==> config.mk <==
export PLATFORM = sky130hd
export DESIGN_NAME = muldiv_ctrl
export DESIGN_NICKNAME = d
export VERILOG_FILES = /design/src/rtl/muldiv_ctrl.sv
export SDC_FILE = /design/constraint.sdc
export NUM_CORES = 2
export LEC_CHECK = 0
export BUFFER_PORTS_ARGS = -buffer_cell sky130_fd_sc_hd__buf_2
export CAP_MARGIN = 20
export CORE_ASPECT_RATIO = 1.4
export CORE_UTILIZATION = 65
export DETAILED_ROUTE_END_ITERATION = 12
export GPL_ROUTABILITY_DRIVEN = 1
export PLACE_DENSITY = 0.83
export SKIP_LAST_GASP = 1
export SLEW_MARGIN = 20
export SYNTH_ARGS = -nofsm -noshare
export SYNTH_HDL_FRONTEND = slang
export SYNTH_SLANG_ARGS = --single-unit
==> constraint.sdc <==
create_clock -name clk -period 9.6 [get_ports clk]
set_clock_uncertainty 0.15 [all_clocks]
set_input_delay 0 -clock clk [delete_from_list [all_inputs] [get_ports clk]]
set_output_delay 0 -clock clk [all_outputs]
set_load 0.01 [all_outputs]
==> src/rtl/muldiv_ctrl.sv <==
`default_nettype none
// ============================================================================
//  Module   : muldiv_ctrl
//  Purpose  : Multi-cycle multiply / divide controller for the EXE stage.
//             Multiply completes after MUL_LAT cycles. Divide is a radix-2
//             restoring divider: 32 iterations followed by a sign fixup.
//  Revision : 1.0 - initial release
// ============================================================================
module muldiv_ctrl #(
  parameter int MUL_LAT = 4
) (
  input  logic        clk,
  input  logic        rst,
  input  logic        start,
  input  logic        is_div,
  input  logic        is_signed,
  input  logic [1:0]  ext_op_in,
  input  logic [31:0] src_a,
  input  logic [31:0] src_b,
  input  logic        flush,
  output logic        stall,
  output logic        finish,
  output logic [1:0]  ext_op,
  output logic [31:0] res_hi,
  output logic [31:0] res_lo
);

  typedef enum logic [1:0] {
    IDLE = 2'd0,
    MUL  = 2'd1,
    DIV  = 2'd2,
    DONE = 2'd3
  } state_t;

  localparam logic [5:0] C_MUL_CNT = 6'(MUL_LAT - 1);
  localparam logic [5:0] C_DIV_CNT = 6'd32;

  state_t      r_state;
  state_t      w_state_nxt;
  logic [5:0]  r_cnt;
  logic [31:0] r_a;
  logic [31:0] r_b;
  logic        r_signed;
  logic [1:0]  r_ext_op;
  logic [31:0] r_quot;
  logic [31:0] r_rem;
  logic [31:0] r_dvs;
  logic [31:0] r_res_hi;
  logic [31:0] r_res_lo;

  logic        w_accept;
  logic [31:0] w_a_mag;
  logic [31:0] w_b_mag;
  logic [63:0] w_op_a;
  logic [63:0] w_op_b;
  logic [63:0] w_prod;
  logic [32:0] w_shift;
  logic        w_ge;
  logic [31:0] w_sub;
  logic        w_a_neg;
  logic        w_b_neg;
  logic [31:0] w_quot_fix;
  logic [31:0] w_rem_fix;

  assign w_accept = (r_state == IDLE) && start && !flush;

  // Operand magnitudes feed the divider; unsigned operands pass through.
  assign w_a_mag = (is_signed && src_a[31]) ? -src_a : src_a;
  assign w_b_mag = (is_signed && src_b[31]) ? -src_b : src_b;

  // Sign- or zero-extend to 64 bits; the low 64 bits of the product are then
  // correct for both signed and unsigned operands.
  assign w_op_a = {{32{r_signed & r_a[31]}}, r_a};
  assign w_op_b = {{32{r_signed & r_b[31]}}, r_b};
  assign w_prod = w_op_a * w_op_b;

  // One restoring-divide step. When the trial subtraction succeeds the
  // remainder is below the divisor, so the 32-bit modular difference is exact.
  assign w_shift = {r_rem, r_quot[31]};
  assign w_ge    = w_shift >= {1'b0, r_dvs};
  assign w_sub   = w_shift[31:0] - r_dvs;

  assign w_a_neg    = r_signed & r_a[31];
  assign w_b_neg    = r_signed & r_b[31];
  assign w_quot_fix = (w_a_neg ^ w_b_neg) ? -r_quot : r_quot;
  assign w_rem_fix  = w_a_neg ? -r_rem : r_rem;

  assign finish = (r_state == DONE) && !flush;
  assign stall  = start && !finish;
  assign ext_op = r_ext_op;
  assign res_hi = r_res_hi;
  assign res_lo = r_res_lo;

  // State register.
  always_ff @(posedge clk or negedge rst) begin
    if (!rst) r_state <= IDLE;
    else      r_state <= w_state_nxt;
  end

  // Next-state logic; a flush abandons any running operation.
  always_comb begin
    w_state_nxt = r_state;
    case (r_state)
      IDLE: if (w_accept) w_state_nxt = is_div ? DIV : MUL;
      MUL: begin
        if (flush)              w_state_nxt = IDLE;
        else if (r_cnt == 6'd1) w_state_nxt = DONE;
      end
      DIV: begin
        if (flush)              w_state_nxt = IDLE;
        else if (r_cnt == 6'd0) w_state_nxt = DONE;
      end
      DONE:    w_state_nxt = IDLE;
      default: w_state_nxt = IDLE;
    endcase
  end

  // Operand capture, iteration counter, divider datapath and result registers.
  always_ff @(posedge clk or negedge rst) begin
    if (!rst) begin
      r_cnt    <= 6'd0;
      r_a      <= 32'd0;
      r_b      <= 32'd0;
      r_signed <= 1'b0;
      r_ext_op <= 2'b00;
      r_quot   <= 32'd0;
      r_rem    <= 32'd0;
      r_dvs    <= 32'd0;
      r_res_hi <= 32'd0;
      r_res_lo <= 32'd0;
    end else begin
      case (r_state)
        IDLE: begin
          if (w_accept) begin
            r_a      <= src_a;
            r_b      <= src_b;
            r_signed <= is_signed;
            r_ext_op <= is_div ? 2'b00 : ext_op_in;
            r_cnt    <= is_div ? C_DIV_CNT : C_MUL_CNT;
            r_quot   <= w_a_mag;
            r_rem    <= 32'd0;
            r_dvs    <= w_b_mag;
          end
        end
        MUL: begin
          r_cnt <= r_cnt - 6'd1;
          if (r_cnt == 6'd1) begin
            r_res_hi <= w_prod[63:32];
            r_res_lo <= w_prod[31:0];
          end
        end
        DIV: begin
          if (r_cnt != 6'd0) begin
            r_cnt  <= r_cnt - 6'd1;
            r_rem  <= w_ge ? w_sub : w_shift[31:0];
            r_quot <= {r_quot[30:0], w_ge};
          end else if (r_b == 32'd0) begin
            r_res_hi <= r_a;
            r_res_lo <= 32'hFFFF_FFFF;
          end else begin
            r_res_hi <= w_rem_fix;
            r_res_lo <= w_quot_fix;
          end
        end
        default: ;
      endcase
    end
  end

endmodule
`default_nettype wire

Yosys cells after proc, flatten, opt, wreduce, memory -nomap -nowiden
Index checks and enable logic that the tools add are counted.

Add/subtract/negate cells: 6. $mul: 1. $lt $le $gt $ge: 1. Equal/unequal tests: 10. Muxes and demuxes: 31. Bitwise logic cells: 3. Reduce and logical (&&, ||, !) cells: 20.

Operators with widths (number): $mux W32 (15); $pmux W32 S2 (4); $neg A32 Y32 (4); $mul A33 B33 Y64 (1); $ge A33 B32 Y1 (1); $logic_not A32 Y1 (1); $sub A32 B32 Y32 (1); $mux W6 (3); $pmux W6 S3 (1); $mux W2 (7); $reduce_and A3 Y1 (4); $ne A2 B2 Y1 const B (4); $pmux W2 S4 (1); $eq A6 B1 Y1 const B (1); $logic_and A1 B1 Y1 (6); $logic_not A6 Y1 (1); $ne A3 B3 Y1 const B (2); $reduce_bool A6 Y1 (1); $sub A6 B1 Y6 const B (1); $eq A2 B2 Y1 const B (2); $reduce_bool A2 Y1 (2); $reduce_bool A3 Y1 (1); $and A1 B1 Y1 (2); $eq A2 B1 Y1 const B (1); other kinds (4) (5).

Register bits after elaboration: 235. Bits of input ports: 72. Output and inout port bits: 68. Logic and storage cells: 83.

Depth between registers and ports, before layout
Depth after elaboration: 6. Mapped depth: 33.

Least setup slack after synthesis
No wires, ideal clock.

Kind: register to register. Start point: register r_a[31]. End point: register r_res_hi[24] (netlist: res_hi[24]). Setup time: 140 ps. Arrival: 8300 ps. Slack: 1010 ps. Cell stages (with the launch flop): 30. Cell sequence: dfrtp_1 > clkbuf_1 > and2_1 > clkbuf_1 > clkbuf_1 > buf_1 > nand2_1 > inv_1 > fa_1 > inv_1 > fa_1 > inv_1 > fa_1 > fa_1 > inv_1 > fa_1 > inv_1 > fa_1 > inv_1 > fa_1 > fa_1 > inv_1 > ha_1 > a21oi_1 > a2bb2oi_1 > a21bo_2 > o41a_4 > a31oi_1 > xor2_1 > o221ai_1.

Longest elaborated chain between the ends: 5. Elaborated cells between the ends (all ways): 7.

Ends and longest elaborated chain: from (decl) (RTL line 41) `logic [31:0] r_a;`; from (signal assigned) (RTL line 135) `r_a <= src_a;`; parallel branches: the longest is 4 deep, another holds $mul A33 B33 Y64; $pmux W32 S2 * (RTL line 132) `case (r_state)`; to (signal assigned) (RTL line 148) `r_res_hi <= w_prod[63:32];`; to (signal assigned) (RTL line 158) `r_res_hi <= r_a;`; to (signal assigned) (RTL line 161) `r_res_hi <= w_rem_fix;`; to (decl) (RTL line 48) `logic [31:0] r_res_hi;`.

Mark *: on every way between the ends. The select of a mux whose other input is x is not followed. A chain may end at the register's enable or synchronous reset.

Worst setup path in the final report
Start point: register r_b[6]. End point: register r_res_hi[24] (netlist: res_hi[24]).

Longest elaborated chain between the ends: 4. Elaborated cells between the ends (all ways): 6.

Ends and longest elaborated chain: from (decl) (RTL line 42) `logic [31:0] r_b;`; from (signal assigned) (RTL line 136) `r_b <= src_b;`; parallel branches: the longest is 3 deep, another holds $mul A33 B33 Y64; $pmux W32 S2 * (RTL line 132).

Marks and branches as above.

==> impl_metrics.env <==
export IMPL_netlist_area_leader_share_pct=42.9
export IMPL_status="finished clean"
export IMPL_numPortBuffers=139
export IMPL_grt_max_degree=97
export IMPL_max_cap_violations=0
export IMPL_coreArea_um2=79500
export IMPL_period_share_pct=94.8
export IMPL_drc=0
export IMPL_hold_class="input pin to flop"
export IMPL_final_antenna_net_count=0
export IMPL_gr_usage_met3_pct=6.22
export IMPL_rows=122
export IMPL_report_final_setup_viol=0
export IMPL_dieArea_um2=81900
export IMPL_cts_hold_buf=88
export IMPL_syn_inst=6017
export IMPL_critPathLaunchType="flop"
export IMPL_setup_worst_path_end_class="flop"
export IMPL_clk_latency_ns=0.56
export IMPL_fmax_ghz=0.110
export IMPL_worstPathMaxFanout=20
export IMPL_tightest_slew_ns=1.24
export IMPL_yosysTopAreaCell="fa_1"
export IMPL_final_cell_mix="1,181 x inv_1, 1,163 x nand2_1, 1,126 x fa_1"
export IMPL_use_met1_pct=45.0
export IMPL_initial_core_util_pct=66.0
export IMPL_critPathKind="flop to flop"
export IMPL_layout_drive_gt1_share_pct=6.12
export IMPL_yosysSeqAreaShare_pct=11.2
export IMPL_clk_pin_slew_ns=0.07
export IMPL_layout_commonest_cell="inv_1"
export IMPL_clock_sinks=234
export IMPL_synth_ff_type="dfrtp_1"
export IMPL_rsz0062_at_grt="no"
export IMPL_yosys_top_cells_area="fa_1 43%, dfrtp_1 11%, inv_1 8.4%"
export IMPL_gr_usage_met2_pct=66.0
export IMPL_postCtsResizedCells=0
export IMPL_ys_ff_latch=234
export IMPL_dp_hpwl_mm=123
export IMPL_globalRouteOverflowTotal=0
export IMPL_nNetsFinal=7483
export IMPL_slew_headroom_pct=17.3
export IMPL_syn_to_final_growth_pct=6.46
export IMPL_cts_buffers=25
export IMPL_root_buffer="clkbuf_16"
export IMPL_vias_per_cell=6.01
export IMPL_hold_viol=0
export IMPL_dieHeight_um=338
export IMPL_setup_tns_final_ns=0
export IMPL_cts_tree="built"
export IMPL_grt_pass1_wl_mm=245
export IMPL_grt_use_total_pct=38.7
export IMPL_htreeDepth=1
export IMPL_period_needed_ns=9.10
export IMPL_globalplace_congestion=1.01
export IMPL_grt_busiest_layer="met2"
export IMPL_yosysWarnings=0
export IMPL_post_cts_buffers=0
export IMPL_fp_dieW_um=242
export IMPL_clk_path_buf_depth=3
export IMPL_cp_required_ns=9.85
export IMPL_netlist_area_um2=52500
export IMPL_netlist_cell_type_count=82
export IMPL_arrival_ns=9.35
export IMPL_via_count=42735
export IMPL_wire_per_inst_um=21.7
export IMPL_slew_viol_final=0
export IMPL_synth_edff_count=0
export IMPL_drt_wl_total_mm=154
export IMPL_grt_pass1_vias=46170
export IMPL_drt_first_pass_iters=7
export IMPL_async_flop_share_pct=100
export IMPL_antenna_found_initial=14
export IMPL_synth_nets=7471
export IMPL_drt_iter0_markers=3611
export IMPL_synth_avg_cell_area_um2=8.72
export IMPL_pin_count=140
[layer usage]
metal | part of all wire [%] | vias up
li1 | - | 18110
met1 | 33 | 21424
met2 | 50 | 2442
met3 | 8.8 | 757
met4 | 8.1 | 2
met5 | 0.0084 | -
[final timing paths]
check | start | to | slack (ns) | cells past startpoint
worst max-delay path | r_b[6]$_DFFE_PN0P_ | res_hi[24]$_DFFE_PN0P_ | 0.50 | 25
worst min register to register | res_lo[21]$_DFFE_PN0P_ | res_lo[21]$_DFFE_PN0P_ | 0.33 | 2
worst max register to register | r_b[6]$_DFFE_PN0P_ | res_hi[24]$_DFFE_PN0P_ | 0.50 | 25
max in group asynchronous | rst | r_b[22]$_DFFE_PN0P_ | 7.86 | 4
worst min-delay path | src_b[26] | r_b[26]$_DFFE_PN0P_ | 0.1 | 4
min in group asynchronous | rst | r_state[1]$_DFFE_PN0P_ | 0.47 | 4
[state kept, by name, summed over array words and instances (netlist names)]
name / flops
res_lo: 32
res_hi: 32
r_cnt: 6
ext_op: 2
r_a: 32
r_quot: 32
r_state: 2
r_signed: 1
r_b: 32
r_rem: 32
r_dvs: 31
[cells by family (layout without fill, tap and decap cells)]
kind of cell,Yosys count,in the layout,synth area share [%]
AND/OR/NAND/NOR,1941,1941,16.8
buffers and inverters,1535,1566,11.0
adder cells (fa/ha/maj),1382,1382,49.1
AO/OA/AOI/OAI,697,697,8.11
flip-flops,234,234,11.2
XOR/XNOR,208,208,3.47
multiplexers,20,20,0.384
other,0,14,0
[synthesized netlist by cell type, drive strengths merged, types with 72 or more instances]
master,number
inv,1181
nand2,1164
fa,1126
and2,351
clkbuf,339
o21ai,273
ha,256
dfrtp,234
a21oi,198
nor2,176
xnor2,136
xor2,72
[metrics by stage]
step                instances  hold WS (ns)  setup WS (ns)  instance area (um2)  utilization (%)
finish                   7116        0.0963          0.503                55900             70.3
global route             7109         0.130          0.101                55900             70.2
CTS                      7101        0.0823          0.625                55800             70.2
detailed placement       6967       -0.0885          0.667                54000             68.0
global placement         6967       -0.0857          0.764                54000             67.9
floorplan                6017        -0.446           1.01                52500                -
[worst max-delay path: stages (launching register included)]
cell       delay, ns
dfrtp_1         1.06
nand2_1         0.34
inv_1           0.17
fa_1            0.41
inv_1           0.25
fa_1            0.51
inv_1           0.20
fa_1            0.51
fa_1            0.57
buf_4           0.24
inv_1           0.25
fa_1            0.57
inv_1           0.06
fa_1            0.54
inv_1           0.05
fa_1            0.45
fa_1            0.50
inv_1           0.05
ha_1            0.38
a21oi_1         0.27
a2bb2oi_1       0.19
a21bo_2         0.28
o41a_4          0.39
a31oi_1         0.21
xor2_1          0.19
o221ai_1        0.15
[area by class of cell]
class	instances	area [um2]
tap	1054	1320
inverter	1181	4430
timing repair buffer	339	2470
multi-input combinational	4248	40900
antenna	14	35.0
fill	5959	23700
sequential	234	5870
clock inverter	13	154
clock buffer	33	706
Power is not shown: default switching activity piles up to over one toggle a cycle in this logic, so the estimate is an artifact.
